<file path="config.mk">
export PLATFORM = sky130hd
export DESIGN_NAME = iter_muldiv
export DESIGN_NICKNAME = d
export VERILOG_FILES = /design/src/rtl/rv32_pkg.sv /design/src/rtl/iter_muldiv.sv
export SDC_FILE = /design/constraint.sdc
export NUM_CORES = 1
export LEC_CHECK = 0
export BUFFER_PORTS_ARGS = -buffer_cell sky130_fd_sc_hd__buf_2
export CELL_PAD_IN_SITES_DETAIL_PLACEMENT = 2
export CELL_PAD_IN_SITES_GLOBAL_PLACEMENT = 2
export CORE_MARGIN = 3
export CORE_UTILIZATION = 40
export DETAILED_ROUTE_END_ITERATION = 6
export PLACE_DENSITY = 0.92
export SLEW_MARGIN = 20
export SYNTH_ARGS = -nofsm -noshare
export SYNTH_HDL_FRONTEND = slang
export SYNTH_SLANG_ARGS = --single-unit
export TNS_END_PERCENT = 20
</file>
<file path="constraint.sdc">
create_clock -name clk -period 12.3 [get_ports clk]
set_clock_uncertainty 0.15 [all_clocks]
set_input_delay 0.615 -clock clk [delete_from_list [all_inputs] [get_ports clk]]
set_output_delay 0.615 -clock clk [all_outputs]
set_load 0.01 [all_outputs]
</file>
<file path="src/rtl/rv32_pkg.sv">
// Shared RV32 definitions: ALU op encodings, multiply/divide FSM states
// and the M-extension op helpers used by decode, ALU and iter_muldiv.
package rv32_pkg;

   localparam int XLEN = 32;

   localparam logic [4:0] ALU_ADD    = 5'b00000;
   localparam logic [4:0] ALU_SUB    = 5'b00001;
   localparam logic [4:0] ALU_SLL    = 5'b00010;
   localparam logic [4:0] ALU_SLT    = 5'b00011;
   localparam logic [4:0] ALU_SLTU   = 5'b00100;
   localparam logic [4:0] ALU_XOR    = 5'b00101;
   localparam logic [4:0] ALU_SRL    = 5'b00110;
   localparam logic [4:0] ALU_SRA    = 5'b00111;
   localparam logic [4:0] ALU_OR     = 5'b01000;
   localparam logic [4:0] ALU_AND    = 5'b01001;
   localparam logic [4:0] ALU_LUI    = 5'b01010;
   localparam logic [4:0] ALU_MUL    = 5'b01011;
   localparam logic [4:0] ALU_MULH   = 5'b01100;
   localparam logic [4:0] ALU_MULHSU = 5'b01101;
   localparam logic [4:0] ALU_MULHU  = 5'b01110;
   localparam logic [4:0] ALU_DIV    = 5'b01111;
   localparam logic [4:0] ALU_DIVU   = 5'b10000;
   localparam logic [4:0] ALU_REM    = 5'b10001;
   localparam logic [4:0] ALU_REMU   = 5'b10010;

   typedef enum logic [1:0] {
      IDLE,
      CALC,
      DONE
   } md_state_e;

   function automatic logic is_m_op(input logic [4:0] op);
      return (op >= ALU_MUL) && (op <= ALU_REMU);
   endfunction

   function automatic logic is_div_op(input logic [4:0] op);
      return (op >= ALU_DIV) && (op <= ALU_REMU);
   endfunction

endpackage

</file>
<file path="src/rtl/iter_muldiv.sv">
// Iterative RV32M multiply/divide unit for the EX stage: one bit per cycle
// over 32 cycles, sharing a single 64-bit accumulator between mul and div.
module iter_muldiv
   import rv32_pkg::*;
#(
   parameter int XLEN  = 32,
   parameter int CNT_W = 5
) (
   input  logic            clk,
   input  logic            rst,
   input  logic            start,
   input  logic [4:0]      alu_op,
   input  logic [XLEN-1:0] op_a,
   input  logic [XLEN-1:0] op_b,
   input  logic            flush,
   output logic            busy,
   output logic            stall,
   output logic            done,
   output logic [XLEN-1:0] result
);

   md_state_e         state;
   logic [CNT_W-1:0]  cnt;
   logic [4:0]        op_q;
   logic [2*XLEN-1:0] acc;
   logic [XLEN-1:0]   opd;
   logic              neg_q;
   logic              neg_r;

   logic            a_sgn, b_sgn, in_div, in_rem;
   logic            div_zero, div_ovf, special;
   logic [XLEN-1:0] a_mag, b_mag, spec_res;

   assign a_sgn = op_a[XLEN-1] & ((alu_op == ALU_MUL) | (alu_op == ALU_MULH)
                | (alu_op == ALU_MULHSU) | (alu_op == ALU_DIV) | (alu_op == ALU_REM));
   assign b_sgn = op_b[XLEN-1] & ((alu_op == ALU_MUL) | (alu_op == ALU_MULH)
                | (alu_op == ALU_DIV) | (alu_op == ALU_REM));
   assign a_mag = a_sgn ? -op_a : op_a;
   assign b_mag = b_sgn ? -op_b : op_b;

   assign in_div   = is_div_op(alu_op);
   assign in_rem   = (alu_op == ALU_REM) | (alu_op == ALU_REMU);
   assign div_zero = in_div & (op_b == '0);
   assign div_ovf  = ((alu_op == ALU_DIV) | (alu_op == ALU_REM))
                   & (op_a == {1'b1, {(XLEN-1){1'b0}}}) & (op_b == '1);
   assign special  = div_zero | div_ovf;

   // Overflow leaves only DIV (-> most negative) and REM (-> 0) to decode.
   assign spec_res = div_zero ? (in_rem ? op_a : '1)
                   : (alu_op == ALU_DIV) ? {1'b1, {(XLEN-1){1'b0}}}
                   : '0;

   logic [XLEN:0]     mul_sum, div_trial;
   logic [2*XLEN-1:0] mul_next, div_next, acc_next, prod;
   logic [XLEN-1:0]   quo, rem, fin;

   assign mul_sum   = {1'b0, acc[2*XLEN-1:XLEN]}
                    + (acc[0] ? {1'b0, opd} : '0);
   assign mul_next  = {mul_sum, acc[XLEN-1:1]};
   assign div_trial = acc[2*XLEN-1:XLEN-1] - {1'b0, opd};
   assign div_next  = div_trial[XLEN]
                    ? {acc[2*XLEN-2:0], 1'b0}
                    : {div_trial[XLEN-1:0], acc[XLEN-2:0], 1'b1};
   assign acc_next  = is_div_op(op_q) ? div_next : mul_next;

   assign prod = neg_q ? -acc_next : acc_next;
   assign quo  = neg_q ? -acc_next[XLEN-1:0] : acc_next[XLEN-1:0];
   assign rem  = neg_r ? -acc_next[2*XLEN-1:XLEN] : acc_next[2*XLEN-1:XLEN];

   always_comb begin
      fin = '0;
      unique case (op_q)
         ALU_MUL:                        fin = prod[XLEN-1:0];
         ALU_MULH, ALU_MULHSU, ALU_MULHU: fin = prod[2*XLEN-1:XLEN];
         ALU_DIV, ALU_DIVU:              fin = quo;
         ALU_REM, ALU_REMU:              fin = rem;
         default:                        fin = '0;
      endcase
   end

   assign busy  = (state != IDLE);
   assign stall = (state == CALC)
                | ((state == IDLE) & start & is_m_op(alu_op));

   always_ff @(posedge clk or posedge rst) begin
      if (rst) begin
         state  <= IDLE;
         cnt    <= '0;
         op_q   <= '0;
         acc    <= '0;
         opd    <= '0;
         neg_q  <= 1'b0;
         neg_r  <= 1'b0;
         done   <= 1'b0;
         result <= '0;
      end else begin
         done <= 1'b0;
         unique case (state)
            IDLE: begin
               if (!flush && start && is_m_op(alu_op)) begin
                  op_q <= alu_op;
                  cnt  <= '0;
                  if (special) begin
                     result <= spec_res;
                     done   <= 1'b1;
                     state  <= DONE;
                  end else begin
                     neg_q <= a_sgn ^ b_sgn;
                     neg_r <= a_sgn;
                     acc   <= {{XLEN{1'b0}}, in_div ? a_mag : b_mag};
                     opd   <= in_div ? b_mag : a_mag;
                     state <= CALC;
                  end
               end
            end
            CALC: begin
               if (flush) begin
                  state <= IDLE;
               end else begin
                  acc <= acc_next;
                  cnt <= cnt + 1'b1;
                  if (cnt == CNT_W'(XLEN-1)) begin
                     result <= fin;
                     done   <= 1'b1;
                     state  <= DONE;
                  end
               end
            end
            DONE:    state <= IDLE;
            default: state <= IDLE;
         endcase
      end
   end

endmodule

</file>
==> results of run 1 <==
==> cell usage after synthesis, types with 43 or more instances <==
cell type  number  share of area
a21oi_1       199          0.062
clkbuf_1       85          0.020
dfrtp_1       143           0.22
ha_1           71          0.055
inv_1          67          0.016
mux2i_1        43          0.027
nand2_1       244          0.057
nor2_1        201          0.047
nor3_1         65          0.020
o21ai_0       199          0.062
xnor2_1        96          0.052
xor2_1         76          0.042
==> stage by stage <==
step                total power (W)  instances    util  setup WS (ns)
floorplan                  0.002899       2156       -          7.282
global placement           0.003746       2686  0.4342          6.171
detailed placement         0.003940       2686  0.4342          5.959
CTS                        0.004746       2718  0.4507          5.588
global route               0.005078       2718  0.4509          5.170
finish                     0.004918       2725  0.4513          5.303
==> worst max-delay path by stage <==
stage,cells after the start,slack (ns),startpoint,end
6_report,20,5.30,acc[31],result[16]
5_1_grt,22,5.17,op_q[0],result[20]
4_1_cts,20,5.59,acc[31],result[16]
3_5_place_dp,20,5.96,acc[31],result[16]
3_3_place_gp,20,6.17,acc[31],result[16]
2_1_floorplan,24,7.28,acc[31],result[24]
==> area by class of cell <==
class | count | area (µm²)
Fill cell | 4446 | 21450
Sequential cell | 143 | 3580
Multi-Input combinational cell | 1824 | 11760
Clock inverter | 14 | 206.4
Clock buffer | 18 | 439.2
Tap cell | 518 | 648.1
Inverter | 67 | 256.5
Antenna cell | 7 | 17.52
Timing Repair Buffer | 134 | 738.2
==> power groups by stage <==
stage | clock network [W] | registers [W] | logic, W
2_1_floorplan | 0 | 0.000735 | 0.00216
3_3_place_gp | 0 | 0.000832 | 0.00291
3_5_place_dp | 0 | 0.000854 | 0.00309
4_1_cts | 0.000624 | 0.000859 | 0.00326
5_1_grt | 0.000638 | 0.000883 | 0.00356
6_report | 0.000630 | 0.000882 | 0.00341
==> registers in the layout, indices dropped and copies added (netlist names), 2 cells and up <==
signal and count:
acc 64, cnt 5, op_q 5, opd 32, result 32, state 2
==> cell families (layout without fill, tap and decap cells) <==
kind of cell	after synthesis	in the layout	synth area share
AOI/OAI and AO/OA	747	747	0.3076
xor gates and xnor gates	172	172	0.09397
adders and majority gates	73	73	0.05791
buffers and inverters	189	233	0.04722
DFF	143	143	0.2232
muxes	50	50	0.03192
other	0	7	0
and+or+nand+nor	782	782	0.2381
==> metal layers <==
| layer | GRT usage | vias to the layer above | share of wire |
|---|---|---|---|
| met4 | 0.3653 | 4 | 0.10 |
| met5 | 0 | - | 0.00026 |
| met1 | 0.4854 | 9888 | 0.36 |
| li1 | - | 8034 | - |
| met2 | 0.7042 | 1391 | 0.45 |
| met3 | 0.1167 | 566 | 0.088 |
==> flow_metrics.tcl, run 1 <==
set metrics [dict create \
    status "completed" \
    synth-seq-cells 143 \
    wire_per_inst_um 34.75 \
    r2r-start "acc[31]" \
    crit_chain "inv_1 -> ha_1 -> inv_1 -> fa_1 -> a211oi_2 -> o211ai_2 -> a21o_1 -> o211a_4 -> o21ai_2 -> nand2_2 -> nand2_1 -> a31oi_1 -> inv_1 -> ha_1 -> nand3_1 -> nor4_1 -> a21oi_1 -> xnor2_1 -> a221oi_1 -> o21ai_1" \
    cts_tree "built" \
    critical-path-top-delay-family "compound AO/OA/AOI/OAI gates" \
    slowest_delay_ns 0.79 \
    die_area_um2 42510 \
    via_per_inst 7.297 \
    crit_type "flop to flop" \
    wirelength_um 94680 \
    portBuffers 107 \
    cts_root_buf "clkbuf_16" \
    synth-async-reset-ratio 1.000 \
    grt_overflow_total 0 \
    hpwl_um 64480 \
    fp.dieW_um 206.2 \
    clock_latency_ns 0.49 \
    grt_pass1_wl_um 139300 \
    first_iter_violations 2195 \
    finalSetupTns_ns 0 \
    rsz0062_at_grt "false" \
    io-pin-count 108 \
    drive_gt1_frac 0.1136 \
    yosys_warnings 0 \
    synth_area_um2 16030 \
    whs_ns 0.1447 \
    synth_edf_count 0 \
    core_um2 39100 \
    std_cell_rows 72 \
    p_comb_frac 0.693 \
    die_y_um 206.2 \
    internal-power_w 0.002015 \
    cts_buffer_depth 2 \
    crit_required_ns 12.49 \
    start_util 0.4100 \
    hp-class "input port to async pin" \
    placed_area_um2 16980 \
    rr_worst_depth 20 \
    critPathBufInv 3 \
    synth_ff_type "dfrtp_1" \
    dr.pass1.iters 5 \
    tightest_slew_ns 1.103 \
    pwr-share-seq 0.179 \
    p_clk_frac 0.128 \
    layout_commonest_cell "nand2_1" \
    vdd_drop_max_v 0.0001524 \
    period_share 0.5689 \
    crit_path_end_kind "flop" \
    holdBufCountCts 0 \
    p_switching_w 0.002904 \
    maxSlewHeadroom 0.2647 \
    htreeDepth 4 \
    reg2reg_slack_ns 5.30 \
    cts_resized 0 \
    power_switching_share 0.5904 \
    final-hold-violation-count 0 \
    crit_slowest_cell "nor4_1" \
    crit_fanout 16 \
    fmax_mhz 142.9 \
    layout_common_cells "243 x nand2_1, 201 x nor2_1, 199 x a21oi_1" \
    start_kind "flop" \
    drv_slew 0 \
    period_needed_ns 6.997 \
    syn_area_per_cell_um2 7.435 \
    antenna_found_initial 7 \
    synthesis.instances 2156 \
    syn2layout_area_growth_pct 10.08 \
    drc 0 \
    finalSetupViolCount 0 \
    crit_arrival_ns 7.19 \
    drv_cap 0 \
    r2r_end "result[16]" \
    cts_buffers 17 \
    grt_pass1_vias 21350 \
    worst_path_most_repeated_cell "inv_1" \
    gr-usage-all-layers 0.4387 \
    p_leak_nw 7.502 \
    grt_max_degree 100 \
    ant_nets 0 \
    fin_area_um2 17650 \
    synthDistinctLibCells 103 \
    routed-via-count 19880 \
    nets 2333 \
    synth_fp_nets 2302 \
    ys_seq_area_frac 0.2232 \
    clk_pin_slew_ns 0.08 \
    pwr_density_cell_nw_per_um2 278.7 \
    gp_congestion 0.9656 \
    clkSinkCount 143 \
    cts_setup_buffers 0 \
]
Power figures use the tool's default switching activity.
==> inputs of run 2 (changes only) <==
- ABC_AREA: default -> 1
- CORE_UTILIZATION: 40 -> 30
- PLACE_DENSITY: 0.92 -> 0.82
- clock period: 12.3 -> 6.4 ns (I/O delays scaled with it)
==> flow_metrics.tcl, run 2 <==
set metrics [dict create \
    status "completed" \
    cts_buffers 17 \
    layout_commonest_cell "nand2_1" \
    vdd_drop_max_v 0.0002684 \
    drc 0 \
    yosysMostFrequentCell "nand2_1" \
    top_regs "acc: 64 flops, opd: 32 flops, result: 32 flops" \
    routed-via-count 22230 \
    ys_seq_area_frac 0.1968 \
    cts_root_buf "clkbuf_16" \
    synth_fp_nets 3233 \
    synth-seq-cells 143 \
    yosys.area.top_type "dfrtp_1" \
    slowest_delay_ns 0.42 \
    synth_top_area_share 0.1968 \
    fp.dieW_um 252.2 \
    crit_required_ns 6.68 \
    clk_pin_slew_ns 0.07 \
    crit_type "flop to flop" \
    yosys-top-cells-count "926 x nand2_1, 401 x inv_1, 300 x nand3_1, 294 x nor2_1, 174 x o21ai_0" \
    largest_register_ffs 64 \
    p_clk_frac 0.084 \
    synthesis.instances 3087 \
    drive_gt1_frac 0.1123 \
    portBuffers 107 \
    cts_buffer_depth 2 \
    die_y_um 252.2 \
    ant_nets 0 \
    antenna_found_initial 3 \
    hpwl_um 83450 \
    cts_tree "built" \
    crit_fanout 30 \
    pwr-share-seq 0.140 \
    total_power_w 0.01331 \
    crit_arrival_ns 5.43 \
    gp_congestion 0.9841 \
    crit_path_end_kind "flop" \
    nets 3284 \
    finalSetupViolCount 0 \
    start_util 0.3058 \
    syn_area_per_cell_um2 5.890 \
    dr.pass1.iters 7 \
    syn2layout_area_growth_pct 9.861 \
    p_comb_frac 0.777 \
    internal-power_w 0.004612 \
    wirelength_um 102700 \
    p_leak_nw 10.10 \
    cts_setup_buffers 0 \
    tightest_slew_ns 1.173 \
    diodes 0 \
    wire_per_inst_um 26.17 \
    std_cell_rows 89 \
    rr_worst_depth 30 \
    clock_latency_ns 0.51 \
    io-pin-count 108 \
    grt_overflow_total 0 \
    synthDistinctLibCells 61 \
    pwr_density_cell_nw_per_um2 666.1 \
    via_per_inst 5.665 \
    synth-async-reset-ratio 1.000 \
    layout_common_cells "925 x nand2_1, 397 x inv_1, 300 x nand3_1" \
    whs_ns 0.07864 \
    grt_max_degree 79 \
    hold_depth 3 \
    gr-usage-all-layers 0.3207 \
    die_area_um2 63600 \
    synth_edf_count 0 \
    yosys_warnings 0 \
    top_register "acc" \
    maxSlewHeadroom 0.2108 \
    final-hold-violation-count 0 \
    finalSetupTns_ns 0 \
    hp-class "input port to flop" \
    grt_pass1_vias 23980 \
    period_share 0.8048 \
    clkSinkCount 143 \
    drv_cap 0 \
    synth_ff_type "dfrtp_1" \
    power_switching_share 0.6534 \
    p_switching_w 0.008695 \
    crit_slowest_cell "fa_1" \
    period_needed_ns 5.150 \
    synthTopCellsByArea "dfrtp_1 20%, nand2_1 19%, inv_1 8.3%" \
    synth_area_um2 18180 \
    first_iter_violations 1555 \
    rsz0062_at_grt "false" \
    core_um2 59460 \
    nFillCells 7648 \
    htreeDepth 4 \
    drv_slew 0 \
    start_kind "flop" \
    fmax_mhz 194.2 \
    grt_pass1_wl_um 153100 \
]
## run 2: changes by cell type after synthesis, moves of 27 or more
cell,change
a21oi_1,-50
and2_1,-37
clkbuf_1,-27
inv_1,+334
mux2i_1,-41
nand2_1,+682
nand2_2,+48
nand3_1,+259
nor2_1,+93
o31ai_1,-33
xnor2_1,-75
## run 2: layout make-up
type	count	area, µm²	area share
flip-flops and latches	143	3580	0.1792
well taps	773	967.2	0.04842
repair buffers	133	743.2	0.03721
inverters	422	1589	0.07955
multi-input cells	2421	12490	0.6255
clock buffers	18	429.2	0.02148
clock inverters	14	172.7	0.008644
## run 2: final timing paths
kind                             from          to  slack (ns)
max                           acc[31]  result[16]        1.25
min                           op_b[0]      opd[0]        0.08
max reg2reg                   acc[31]  result[16]        1.25
min reg2reg                result[25]  result[25]        0.37
max in group asynchronous         rst       neg_q        4.23
min in group asynchronous         rst      acc[8]        0.38
## run 2: repair_timing
action | CTS | global route
endpoints found under the setup margin | 0 | 0
resized for setup | 0 | 0
endpoints found under the hold margin | 82 | 0
hold buffers | 5 | 0
## run 2: logic make-up (layout without fill, tap and decap cells)
group           count (synthesis)  count (layout)  share of synthesized area
simple gates                 1764            1764                     0.4279
buf+inv                       523             587                     0.1175
compound gates                498             498                     0.1652
flops                         143             143                     0.1968
xor+xnor                       84              84                    0.04046
fa+ha+maj                      73              73                    0.05106
mux                             2               2                   0.001101
## run 2: worst max-delay path: cells and delay by family (launching register included)
| kind | cells | cell delay [ns] |
|---|---|---|
| compound gates | 2 | 0.46 |
| fa+ha+maj | 3 | 0.86 |
| buf+inv | 2 | 0.22 |
| flops | 1 | 0.38 |
| simple gates | 23 | 2.99 |
## run 2: metrics by stage
step / cells / cell area, µm² / setup slack (ns) / util
after floorplan: 3087 / 18180 / 2.092 / -
after global placement: 3887 / 19320 / 1.665 / 0.3250
after detailed placement: 3887 / 19320 / 1.386 / 0.3250
after CTS: 3924 / 19980 / 1.294 / 0.3359
after global routing: 3924 / 19980 / 0.7790 / 0.3359
final: 3924 / 19980 / 1.250 / 0.3359
## run 2: layer usage
layer / global-route usage / up-vias / wire (µm)
met5: 0 / - / 0
met4: 0.2098 / 0 / 7532
met3: 0.03643 / 248 / 4265
met2: 0.5447 / 673 / 48700
met1: 0.3844 / 11210 / 42190
li1: - / 10100 / -
## run 2: power by group through the flow
stage / Sequential, W / Combinational (W) / Clock [W]
finish: 0.00186 / 0.0103 / 0.00111
global route: 0.00188 / 0.0112 / 0.00115
CTS: 0.00184 / 0.0102 / 0.00113
detailed placement: 0.00185 / 0.0101 / 0
global placement: 0.00183 / 0.00969 / 0
floorplan: 0.00164 / 0.00657 / 0
==> inputs of run 3 (changes only) <==
- CORE_UTILIZATION: 30 -> 34
- PLACE_DENSITY: 0.82 -> 0.87
- clock period: 6.4 -> 5.35 ns (I/O delays scaled with it)
==> flow_metrics.tcl, run 3 (synthesis results as in run 2) <==
set metrics [dict create \
    finalSetupViolCount 0 \
    std_cell_rows 84 \
    cts_tree "built" \
    whs_ns 0.03759 \
    dr.pass1.iters 5 \
    routed-via-count 22620 \
    htreeDepth 4 \
    start_util 0.3446 \
    portBuffers 107 \
    clk_pin_slew_ns 0.08 \
    status "completed" \
    fp.dieW_um 237.3 \
    drive_gt1_frac 0.1171 \
    core_um2 52760 \
    p_leak_nw 10.19 \
    slowest_delay_ns 0.46 \
    reg2reg_slack_ns 0.26 \
    largest_register_ffs 64 \
    period_share 0.9514 \
    finalSetupTns_ns 0 \
    crit_required_ns 5.65 \
    top_regs "acc: 64 flops, opd: 32 flops, result: 32 flops" \
    layout_commonest_cell "nand2_1" \
    via_per_inst 5.866 \
    fin_ws_ns 0.2599 \
    crit_slowest_cell "dfrtp_1" \
    total_power_w 0.01621 \
    crit_arrival_ns 5.39 \
    cts_buffers 17 \
    grt_pass1_wl_um 156800 \
    wire_per_inst_um 27.47 \
    grt_pass1_vias 24270 \
    clock_latency_ns 0.51 \
    gp_congestion 1.005 \
    grt_max_degree 69 \
    tightest_slew_ns 1.070 \
    die_area_um2 56290 \
    pre_cts_slack_ns 0.3088 \
    hpwl_um 85990 \
    crit_type "flop to flop" \
    clkSinkCount 143 \
    drv_slew 0 \
    cts_setup_buffers 0 \
    first_iter_violations 1571 \
    die_y_um 237.3 \
    ant_nets 0 \
    drc 0 \
    pwr_density_cell_nw_per_um2 809.4 \
    antenna_found_initial 7 \
    final-hold-violation-count 0 \
    io-pin-count 108 \
    cts_root_buf "clkbuf_16" \
    maxSlewHeadroom 0.2790 \
    grt_overflow_total 0 \
    drv_cap 0 \
    nets 3300 \
    vdd_drop_max_v 0.0003691 \
    start_kind "flop" \
    layout_common_cells "925 x nand2_1, 399 x inv_1, 298 x nand3_1" \
    hp-class "input port to flop" \
    fmax_mhz 196.5 \
    period_needed_ns 5.090 \
    gr-usage-all-layers 0.3732 \
    worst_path_most_repeated_cell "nand2_1" \
    wirelength_um 105900 \
    cts_buffer_depth 2 \
    crit_path_end_kind "flop" \
    crit_fanout 12 \
    syn2layout_area_growth_pct 10.13 \
    top_register "acc" \
    utilization 0.3795 \
]
==> run 3: cell types whose count changed in the layout (fill, tap and decap cells not counted), moves of 2 or more <==
cell and change:
nand3_2 +2, inv_2 -2, clkinv_4 -2, inv_1 +2, nand3_1 -2, buf_4 +15
==> run 3: path summary, 6_finish.rpt <==
| kind | startpoint | depth (start not counted) | endpoint |
|---|---|---|---|
| max | opd[31] | 25 | result[14] |
| min | op_b[0] | 3 | opd[0] |
| max reg2reg | opd[31] | 25 | result[14] |
| min reg2reg | cnt[4] | 1 | cnt[4] |
| max in group asynchronous | rst | 4 | neg_q |
| min in group asynchronous | rst | 3 | opd[11] |
==> run 3: metal layers <==
layer / vias up / global-route usage / share of wire
met5: - / 0 / 0
met4: 0 / 0.2408 / 0.075
met3: 270 / 0.05395 / 0.053
met2: 826 / 0.6330 / 0.47
met1: 11390 / 0.4431 / 0.40
li1: 10130 / - / -
==> run 3: stage by stage <==
step	instances	area, µm²
floorplan	3087	18180
global placement	3818	19350
detailed placement	3818	19350
CTS	3855	20000
global route	3855	20020
finish	3856	20020
==> run 3: report_power, final <==
group,internal (W),leakage (nW),switching (W),total [W]
Combinational,0.00330,8.15,0.00932,0.0126
Sequential,0.00159,1.76,0.000659,0.00225
Clock,0.000676,0.287,0.000657,0.00133
Total,0.00557,10.2,0.0106,0.0162
==> run 3: final cells by class <==
cell class,count,area (µm²)
Clock buffer,18,439.2
Clock inverter,14,160.2
Sequential cell,143,3580
Fill cell,6781,32740
Timing Repair Buffer,149,875.8
Tap cell,688,860.8
Multi-Input combinational cell,2421,12520
Antenna cell,1,2.502
Inverter,422,1589
==> run 3: what timing repair did <==
item	CTS	global route
hold buffers	5	0
endpoints found under the hold margin	59	0
setup endpoints to repair	0	3
resized for setup	0	4
==> run 3: worst max-delay path: cells and delay by family (launching register included) <==
kind / cells / cell delay [ns]
AND/OR/NAND/NOR: 18 / 2.80
AO/OA/AOI/OAI: 3 / 0.66
adder cells (fa/ha/maj): 2 / 0.64
flip-flops: 1 / 0.46
buffers and inverters: 2 / 0.28
